===== config.mk =====
export PLATFORM = sky130hd
export DESIGN_NAME = univ_shift_register_seq
export DESIGN_NICKNAME = d
export VERILOG_FILES = /design/src/rtl/univ_shift_register_seq.sv
export SDC_FILE = /design/constraint.sdc
export NUM_CORES = 1
export LEC_CHECK = 0
export BUFFER_PORTS_ARGS = -buffer_cell sky130_fd_sc_hd__buf_2
export CORE_MARGIN = 4
export CORE_UTILIZATION = 51
export CTS_CLUSTER_DIAMETER = 100
export DETAILED_ROUTE_END_ITERATION = 10
export MAX_ROUTING_LAYER = met4
export PLACE_DENSITY = 0.85
export SLEW_MARGIN = 10
export SYNTH_ARGS = -nofsm -noshare
export SYNTH_HDL_FRONTEND = slang
export SYNTH_SLANG_ARGS = --single-unit

===== constraint.sdc =====
create_clock -name clk -period 2.3 [get_ports clk]
set_clock_uncertainty 0.1 [all_clocks]
set_input_delay 0.575 -clock clk [delete_from_list [all_inputs] [get_ports clk]]
set_output_delay 0.575 -clock clk [all_outputs]
set_load 0.05 [all_outputs]

===== src/rtl/univ_shift_register_seq.sv =====
// Multi-cycle universal shift register: load, logical/arithmetic shift and rotate
// by a requested amount, one bit position per clock, with start/busy/done handshake.
module univ_shift_register_seq #(
  parameter int unsigned N  = 8,
  parameter int unsigned AW = 4
) (
  input  logic          clk,
  input  logic          reset_n,
  input  logic          start,
  input  logic [2:0]    mode,
  input  logic [AW-1:0] amt,
  input  logic [N-1:0]  d,
  input  logic          msb_in,
  input  logic          lsb_in,
  output logic [N-1:0]  q,
  output logic          busy,
  output logic          done,
  output logic          serial_out
);

  typedef enum logic {
    IDLE,
    SHIFT
  } state_e;

  typedef enum logic [2:0] {
    OP_LOAD = 3'b000,
    OP_SRL  = 3'b001,
    OP_SLL  = 3'b010,
    OP_SRA  = 3'b011,
    OP_ROR  = 3'b100,
    OP_ROL  = 3'b101,
    OP_NOP6 = 3'b110,
    OP_NOP7 = 3'b111
  } op_e;

  state_e        state_q, state_d;
  op_e           op_q, op_d;
  logic [AW-1:0] cnt_q, cnt_d;
  logic [N-1:0]  q_q, q_d;
  logic          busy_q, busy_d;
  logic          done_q, done_d;
  logic          so_q, so_d;

  always_comb begin
    state_d = state_q;
    op_d    = op_q;
    cnt_d   = cnt_q;
    q_d     = q_q;
    busy_d  = busy_q;
    done_d  = 1'b0;
    so_d    = so_q;

    case (state_q)
      IDLE: begin
        if (start) begin
          case (op_e'(mode))
            OP_LOAD: begin
              q_d    = d;
              done_d = 1'b1;
            end
            OP_SRL, OP_SLL, OP_SRA, OP_ROR, OP_ROL: begin
              // A zero count completes like a no-op without entering SHIFT
              if (amt == '0) begin
                done_d = 1'b1;
              end else begin
                op_d    = op_e'(mode);
                cnt_d   = amt;
                state_d = SHIFT;
                busy_d  = 1'b1;
              end
            end
            default: done_d = 1'b1;
          endcase
        end
      end

      SHIFT: begin
        case (op_q)
          OP_SRL: begin
            q_d  = {msb_in, q_q[N-1:1]};
            so_d = q_q[0];
          end
          OP_SLL: begin
            q_d  = {q_q[N-2:0], lsb_in};
            so_d = q_q[N-1];
          end
          OP_SRA: begin
            q_d  = {q_q[N-1], q_q[N-1:1]};
            so_d = q_q[0];
          end
          OP_ROR: begin
            q_d  = {q_q[0], q_q[N-1:1]};
            so_d = q_q[0];
          end
          OP_ROL: begin
            q_d  = {q_q[N-2:0], q_q[N-1]};
            so_d = q_q[N-1];
          end
          default: ;
        endcase
        cnt_d = cnt_q - AW'(1);
        if (cnt_q == AW'(1)) begin
          state_d = IDLE;
          busy_d  = 1'b0;
          done_d  = 1'b1;
        end
      end

      default: begin
        state_d = IDLE;
        busy_d  = 1'b0;
      end
    endcase
  end

  always_ff @(posedge clk or negedge reset_n) begin
    if (!reset_n) begin
      state_q <= IDLE;
      op_q    <= OP_LOAD;
      cnt_q   <= '0;
      q_q     <= '0;
      busy_q  <= 1'b0;
      done_q  <= 1'b0;
      so_q    <= 1'b0;
    end else begin
      state_q <= state_d;
      op_q    <= op_d;
      cnt_q   <= cnt_d;
      q_q     <= q_d;
      busy_q  <= busy_d;
      done_q  <= done_d;
      so_q    <= so_d;
    end
  end

  assign q          = q_q;
  assign busy       = busy_q;
  assign done       = done_q;
  assign serial_out = so_q;

endmodule


==> results of run 1 <==
final timing paths:
kind | start | to | slack, ns | depth (start not counted)
hold / removal | reset_n | done$_DFF_PN0_ | 0.1 | 1
hold reg to reg | serial_out$_DFFE_PN0P_ | serial_out$_DFFE_PN0P_ | 0.39 | 2
max in group asynchronous | reset_n | q[4]$_DFFE_PN0P_ | 1.70 | 1
setup / recovery | op_q[2]$_DFFE_PN0P_ | q[0]$_DFFE_PN0P_ | 0.36 | 4
min in group clk | serial_out$_DFFE_PN0P_ | serial_out$_DFFE_PN0P_ | 0.39 | 2
setup reg to reg | op_q[2]$_DFFE_PN0P_ | q[0]$_DFFE_PN0P_ | 0.36 | 4
cells in the final DEF (no fill, tap or decap), types with 2 or more instances in the layout:
master,n
xnor2_1,3
a22o_1,2
o311ai_0,2
buf_2,30
nor2b_1,2
nor2_1,7
nand2_1,9
a22oi_1,12
mux2_4,4
ha_1,2
mux2i_1,3
buf_4,3
clkbuf_4,3
o21ai_0,9
dfrtp_1,19
inv_1,6
nand3_1,5
layer usage:
metal  share of wire  up-vias
met5               0        -
met4           0.014        0
met3           0.058        9
met2            0.51       40
met1            0.42      468
li1                -      459
power groups by stage:
stage	clock network (mW)	logic (mW)	registers [mW]
floorplan	0	0.681	0.863
global placement	0	1.09	0.678
CTS	0.172	1.13	0.678
global route	0.188	1.24	0.709
finish	0.170	1.13	0.686
detailed placement	0	1.13	0.685
final cells by class:
class | count | area share
timing repair buffer | 33 | 0.132
tap | 27 | 0.0258
inverter | 6 | 0.0172
sequential | 19 | 0.363
clock buffer | 4 | 0.0200
multi-input combinational | 77 | 0.443
logic make-up (layout without fill, tap and decap cells):
family / Yosys count / count (layout) / synth area share
buffers and inverters: 12 / 43 / 0.0431
XOR/XNOR: 3 / 3 / 0.0238
AND/OR/NAND/NOR: 30 / 30 / 0.139
flip-flops: 19 / 19 / 0.431
AO/OA/AOI/OAI: 34 / 34 / 0.248
multiplexers: 8 / 8 / 0.0918
adder cells (fa/ha/maj): 2 / 2 / 0.0227
worst reg2reg max path: stages (launching register included):
cell,delay (ns)
dfrtp_1,0.51
or3_4,0.45
a32oi_2,0.45
nor2_1,0.10
a22o_1,0.22
metrics by stage:
step / power (mW) / std cells / worst slack [ns] / cell area (sq um) / hold WS (ns)
final: 1.99 / 166 / 0.364 / 1310 / 0.0963
after CTS: 1.98 / 166 / 0.397 / 1310 / 0.105
after global placement: 1.77 / 162 / 0.267 / 1280 / 0.358
after floorplan: 1.54 / 108 / 0.440 / 1100 / 0.179
after detailed placement: 1.81 / 162 / 0.172 / 1280 / 0.370
after global routing: 2.14 / 166 / 0.301 / 1310 / 0.119
registers in the layout, summed over array words and instances, names as in the netlist:
signal,flops
q,8
busy,1
op_q,3
done,1
serial_out,1
cnt_q,4
state_q,1
==> run metrics, run 1 <==
outcome=completed; Yosys reg bits=19; core area=0.00200 sq mm; max-slew violations=0; chip width=54.5 um; syn_area_per_cell=10.2 sq um; vias in the first global route=913; endpoint class of the critical path=register; total grt overflow=0; worst path required time=2.39 ns; ant diodes=0; post-CTS setup buffer count=0; H-tree levels=1; leading post-synthesis cells by cell area=dfrtp_1 (43%), a22oi_1 (8.2%), mux2_4 (5.4%); clock sinks=19; Hold Buf Count CTS=0; top post-synthesis cells by count=dfrtp_1 (19), a22oi_1 (12), nand2_1 (9), o21ai_0 (9), nor2_1 (7); io pins=31; sequential share of the synthesized area=0.431; CTS tree=done; CP Buf/Inv Count=0; share of layout cells above drive strength 1=0.338; largest net degree at the start of global routing=20; # port buffers=30; Clock Path Buffers=2; drt wl/cell=15.8 um; Max stage delay on crit path=0.51 ns; Critical Path AT=2.02 ns; Rows=16; post-cts resize count=0; switching pwr=992 uW; maximum VDD drop=0.729 mV; setup_tns=0 ns; setup violators final=0; Starting Density=0.551; asr flop ratio synth=1.00; CP Class=register to register; Max-slew headroom=0.619; Crit Path Max Fanout=10; Root Driver=clkbuf_4; first-pass GRT wire length=4.24 mm; logic gate share of total power=0.569; Routed Antenna Nets=0; crit path launch type=register; crit-path leading delay family=compound AO/OA/AOI/OAI gates; Post-synth EDFFs=0; fin crit share=0.842; post-synthesis cell type count=34; Pwr Density=1510 mW/mm^2; Register Area=475 sq um; die height=54.5 um; GRT Total Usage=0.203; fmax=516 MHz; post-layout min period=1.94 ns; crit-path cells=or3_4 -> a32oi_2 -> nor2_1 -> a22o_1; drt total wl=2.62 mm; Yosys top cell by area=dfrtp_1; area occupied by multi-input gates=581 sq um; gpl congestion=0.840; Mapped Nets=130; final hold violations=0; met3 usage=0.0409; fillcell total=163; DR iter-0 viols=32; most common cell in the synthesized netlist=dfrtp_1; Yosys top cell area share=0.431; yosys warns=0; met1 usage in global routing=0.261; detailed-route DRC error count=0; leakage power=0.624 nW; Clock transition at path regs=0.11 ns; GR peak layer=met2; Detailed Routing Iterations Pass 1=4; sw frac=0.500; Max-Cap Viols=0; Num CTS Buffers=3; die area=0.00297 sq mm; Flop pwr share=0.345; via-per-instance ratio=5.88; Slowest cell on crit path=dfrtp_1; Internal=994 uW; nets=162; Area growth syn-to-layout=18.8%; DR vias=976; Clock power frac=0.085; Cells after Synth=108; RSZ-0062 raised after global routing=no; DP HPWL=1.97 mm; Worst Hold Class=input port to async pin; clk_lat worst skew=0.30 ns; cell area after synthesis=0.00110 sq mm; Worst-Margin Slew=0.571 ns; initial antenna violation count=0; routing usage on met2=0.331; fin util=0.655; Most used DFF post-synth=dfrtp_1
Note: power is estimated with default switching activity, not from simulation.
==> run 2: changes to the inputs <==
--- a/config.mk
+++ b/config.mk
@@ -5,9 +5,10 @@
 export SDC_FILE = /design/constraint.sdc
 export NUM_CORES = 1
 export LEC_CHECK = 0
+export ABC_AREA = 1
 export BUFFER_PORTS_ARGS = -buffer_cell sky130_fd_sc_hd__buf_2
 export CORE_MARGIN = 4
-export CORE_UTILIZATION = 51
+export CORE_UTILIZATION = 52
 export CTS_CLUSTER_DIAMETER = 100
 export DETAILED_ROUTE_END_ITERATION = 10
 export MAX_ROUTING_LAYER = met4
==> constraint.sdc (replaced) <==
create_clock -name clk -period 1.85 [get_ports clk]
set_clock_uncertainty 0.1 [all_clocks]
set_input_delay 0.4625 -clock clk [delete_from_list [all_inputs] [get_ports clk]]
set_output_delay 0.4625 -clock clk [all_outputs]
set_load 0.05 [all_outputs]
==> run metrics, run 2 <==
outcome=complete, but fails checks; violated checks=negative hold slack; yosys warns=0; DR vias=1222; Most used DFF post-synth=dfrtp_1; post-synthesis cell type count=22; CP Buf/Inv Count=1; via-per-instance ratio=5.05; asr flop ratio synth=1.00; Pwr Density=2000 mW/mm^2; Critical Path AT=1.01 ns; Worst-Margin Slew=0.428 ns; clock sinks=19; fillcell total=219; DR iter-0 viols=42; leading cell types in the layout, fill and taps excluded=nand2_1 (72), buf_2 (30), nand3_1 (24), dfrtp_1 (19), inv_1 (17); sequential share of the synthesized area=0.387; top post-synthesis cells by count=nand2_1 (72), nand3_1 (24), dfrtp_1 (19), inv_1 (17), nor2_1 (9); Area growth syn-to-layout=16.5%; Cells after Synth=182; Crit Path Max Fanout=5; syn_area_per_cell=6.76 sq um; Hold Buf Count CTS=0; crit-path leading delay family=flip-flops; RSZ-0062 raised after global routing=no; CTS tree=done; fin crit share=0.851; Mapped Nets=204; Max stage delay on crit path=0.43 ns; CP Class=register to output port; Clock Path Buffers=2; total grt overflow=0; most common cell after layout, fill and taps aside=nand2_1; Yosys top cell area share=0.387; die area=0.00321 sq mm; DP HPWL=1.97 mm; share of layout cells above drive strength 1=0.238; crit path launch type=register; Post-synth EDFFs=0; fmax=635 MHz; initial antenna violation count=0; io pins=31; Routed Antenna Nets=0; Yosys reg bits=19; chip width=56.6 um; Root Driver=clkbuf_4; Detailed Routing Iterations Pass 1=4; GRT Total Usage=0.175; hold_ws=-0.00791 ns; setup_tns=0 ns; vias in the first global route=1077; crit-path cells=buf_2; Rows=17; Worst Hold Class=input port to async pin; core area=0.00223 sq mm; endpoint class of the critical path=output port; nets=237; drt wl/cell=10.8 um; ant diodes=0; final hold violations=19; leakage power=0.812 nW; Max-slew headroom=0.715; worst path required time=1.29 ns; Num CTS Buffers=3; first-pass GRT wire length=4.49 mm; cell area after synthesis=0.00123 sq mm; clk_lat worst skew=0.29 ns; post-cts resize count=0; most common cell in the synthesized netlist=nand2_1; Max-Cap Viols=0; max-slew violations=0; die height=56.6 um; # port buffers=30; Clock transition at path regs=0.11 ns; setup violators final=0; Power Total=2.86 mW; post-layout min period=1.58 ns; gpl congestion=0.811; maximum VDD drop=1.12 mV; post-CTS setup buffer count=0; H-tree levels=1; detailed-route DRC error count=0; Yosys top cell by area=dfrtp_1; largest net degree at the start of global routing=21; leading post-synthesis cells by cell area=dfrtp_1 (39%), nand2_1 (22%), nand3_1 (9.8%); Slowest cell on crit path=dfrtp_1; drt total wl=2.61 mm; Largest register FFs=8; Starting Density=0.551
[run 2: changes by cell type after synthesis, moves of 3 or more]
| cell | previous run | this run |
|---|---|---|
| nand3_2 | 0 | 4 |
| nand2_1 | 9 | 72 |
| xnor2_1 | 3 | 0 |
| clkbuf_1 | 3 | 0 |
| nand3_1 | 5 | 24 |
| nand4_1 | 0 | 5 |
| mux2_4 | 4 | 0 |
| inv_1 | 6 | 17 |
| mux2i_1 | 3 | 0 |
| inv_2 | 0 | 6 |
| a22oi_1 | 12 | 0 |
[run 2: final timing paths]
check / start / to / cells after the start / slack (ns)
setup / recovery: q[0]$_DFFE_PN0P_ / q[0] / 1 / 0.27
hold / removal: reset_n / op_q[1]$_DFFE_PN0P_ / 1 / -0.008
setup reg to reg: op_q[0]$_DFFE_PN0P_ / q[6]$_DFFE_PN0P_ / 8 / 0.39
hold reg to reg: busy$_DFFE_PN0P_ / busy$_DFFE_PN0P_ / 2 / 0.42
max in group asynchronous: reset_n / q[7]$_DFFE_PN0P_ / 1 / 1.36
min in group clk: mode[0] / op_q[0]$_DFFE_PN0P_ / 3 / 0.31
[run 2: report_power, final]
| group | switching, mW | total, mW | internal (mW) |
|---|---|---|---|
| Clock | 0.127 | 0.207 | 0.0802 |
| Combinational | 1.30 | 1.85 | 0.554 |
| Sequential | 0.174 | 0.798 | 0.624 |
| Total | 1.60 | 2.86 | 1.26 |
[run 2: worst register-to-register path: stages, from the launching register on]
cell,delay [ns]
dfrtp_1,0.46
inv_2,0.13
nand3_2,0.21
nand2_4,0.18
nand2_1,0.07
nand3_1,0.07
nand2_1,0.05
nand2_1,0.05
nand2_1,0.05
[run 2: cells by family after synthesis]
family                   after synthesis  share of synthesized area
adder cells (fa/ha/maj)                2                     0.0203
flip-flops                            19                      0.387
AO/OA/AOI/OAI                         15                     0.0671
AND/OR/NAND/NOR                      120                      0.442
buffers and inverters                 26                     0.0844
[run 2: per-layer routing]
metal,GRT usage,wire (um),share of wire
met4,0.0203,17,0.0065
met1,0.233,1220,0.47
met5,-,0,0
met2,0.289,1200,0.46
met3,0.0299,170,0.065
[run 2: final cells by class]
cell class,count,area [sq um],area share
Multi-Input combinational cell,137,651,0.454
Timing Repair Buffer,31,158,0.110
Clock inverter,1,5.00,0.00349
Sequential cell,19,475,0.332
Clock buffer,3,22.5,0.0157
Tap cell,28,35.0,0.0245
Inverter,23,86.3,0.0603
[run 2: through the flow]
stage / std cells / utilization / cell area, sq um / worst slack, ns / hold WS (ns)
after floorplan: 182 / - / 1230 / 0.585 / 0.0669
after detailed placement: 238 / 0.629 / 1410 / 0.385 / 0.327
after global routing: 242 / 0.641 / 1430 / 0.235 / 0.0102
final: 242 / 0.641 / 1430 / 0.275 / -0.00791
after global placement: 238 / 0.629 / 1410 / 0.373 / 0.330
after CTS: 242 / 0.641 / 1430 / 0.269 / 0.00241
==> run 3: changes to the inputs <==
--- a/config.mk
+++ b/config.mk
@@ -7,7 +7,6 @@
 export LEC_CHECK = 0
 export ABC_AREA = 1
 export BUFFER_PORTS_ARGS = -buffer_cell sky130_fd_sc_hd__buf_2
-export CORE_MARGIN = 4
 export CORE_UTILIZATION = 52
 export CTS_CLUSTER_DIAMETER = 100
 export DETAILED_ROUTE_END_ITERATION = 10
==> run metrics, run 3 (same netlist as run 2, synthesis figures left out) <==
worst slack at placement=0.383 ns; post-layout min period=1.58 ns; first-pass GRT wire length=4.80 mm; Max-slew headroom=0.698; endpoint class of the critical path=output port; maximum VDD drop=1.06 mV; Starting Density=0.556; setup violators final=0; CTS tree=done; Rows=17; Detailed Routing Iterations Pass 1=4; share of layout cells above drive strength 1=0.234; CP Class=register to output port; fin util=0.647; post-cts resize count=0; most common cell after layout, fill and taps aside=nand2_1; initial antenna violation count=0; crit path launch type=register; Worst-Margin Slew=0.453 ns; Largest register FFs=8; DP HPWL=2.15 mm; crit-path leading delay family=flip-flops; Reg2Reg Launch Point=op_q[0]$_DFFE_PN0P_; die area=0.00256 sq mm; reg-to-reg endpoint=q[3]$_DFFE_PN0P_; Num CTS Buffers=3; die height=50.6 um; Clock transition at path regs=0.11 ns; worst path required time=1.29 ns; Post-Layout Cell Count=242; Max-Cap Viols=0; clk_lat worst skew=0.29 ns; detailed-route DRC error count=0; CP Buf/Inv Count=1; Hold Buf Count CTS=0; # port buffers=30; Crit Path Max Fanout=5; Worst Hold Class=input port to async pin; final hold violations=0; chip width=50.6 um; outcome=completed; Critical Path AT=1.02 ns; leakage power=0.810 nW; R2R setup slack=0.40 ns; Root Driver=clkbuf_4; Clock Path Buffers=2; largest net degree at the start of global routing=21; max-slew violations=0; Pwr Density=2010 mW/mm^2; drt wl/cell=11.6 um; leading cell types in the layout, fill and taps excluded=nand2_1 (72), buf_2 (30), nand3_1 (24), dfrtp_1 (19), inv_1 (17); area occupied by multi-input gates=651 sq um; Slowest cell on crit path=dfrtp_1; final instance area=0.00143 sq mm; Routed Antenna Nets=0; fmax=632 MHz; RSZ-0062 raised after global routing=no; DR vias=1286; DR iter-0 viols=43; drt total wl=2.81 mm; via-per-instance ratio=5.31; DP Area=0.00141 sq mm; gpl congestion=0.843; vias in the first global route=1165; worst setup margin=0.267 ns; post-CTS setup buffer count=0; post-placement cell count=238; Area growth syn-to-layout=16.4%; crit-path cells=buf_2; R2R cell count=8; H-tree levels=1; ant diodes=0; core area=0.00221 sq mm; Register Area=475 sq um; fin crit share=0.856; nets=237; GRT Total Usage=0.252; clock sinks=19; Max stage delay on crit path=0.44 ns; setup_tns=0 ns; io pins=31; total grt overflow=0; fillcell total=229
[run 3: changes by cell type in the layout (fill, tap and decap cells not counted), sizes merged]
cell,previous run,this run
clkbuf,3,4
clkinv,1,0
[run 3: layout make-up]
cell class,count,area share
sequential,19,0.332
tap,28,0.0245
multi-input combinational,137,0.455
inverter,23,0.0603
clock buffer,4,0.0184
timing repair buffer,31,0.110
[run 3: how the worst max path moves through the flow]
stage                                 start              endpoint  slack (ns)  cells after the start
after global placement              mode[2]  cnt_q[0]$_DFFE_PN0P_        0.43                      8
after CTS                  q[0]$_DFFE_PN0P_                  q[0]        0.26                      1
final                      q[0]$_DFFE_PN0P_                  q[0]        0.27                      1
after detailed placement            mode[2]  cnt_q[1]$_DFFE_PN0P_        0.38                      8
after floorplan           state_q$_DFF_PN0_  cnt_q[2]$_DFFE_PN0P_        0.58                      7
after global routing       q[0]$_DFFE_PN0P_                  q[0]        0.21                      1
[run 3: metal layers]
layer / global-route usage / part of all wire / vias up
li1: - / - / 647
met2: 0.447 / 0.52 / 39
met3: 0.0273 / 0.038 / 4
met1: 0.290 / 0.43 / 596
met5: - / 0 / -
met4: 0.102 / 0.012 / 0
[run 3: power by group]
group	switching (mW)	total [mW]	leakage, nW	internal, mW
Sequential	0.185	0.809	0.231	0.624
Clock	0.125	0.209	0.0150	0.0837
Combinational	1.31	1.86	0.564	0.555
Total	1.62	2.88	0.810	1.26
[run 3: worst reg2reg max path, delay by kind of cell, from the launching register on]
kind                   cells  cell delay [ns]
AND/OR/NAND/NOR            7             0.65
buffers and inverters      1             0.13
flip-flops                 1             0.47
[run 3: per-stage QoR]
| stage | hold slack, ns | power, mW |
|---|---|---|
| after floorplan | 0.0669 | 2.27 |
| after global placement | 0.327 | 2.59 |
| after detailed placement | 0.334 | 2.67 |
| after CTS | 0.00680 | 2.89 |
| after global routing | 0.0244 | 3.14 |
| final | 0.00230 | 2.88 |
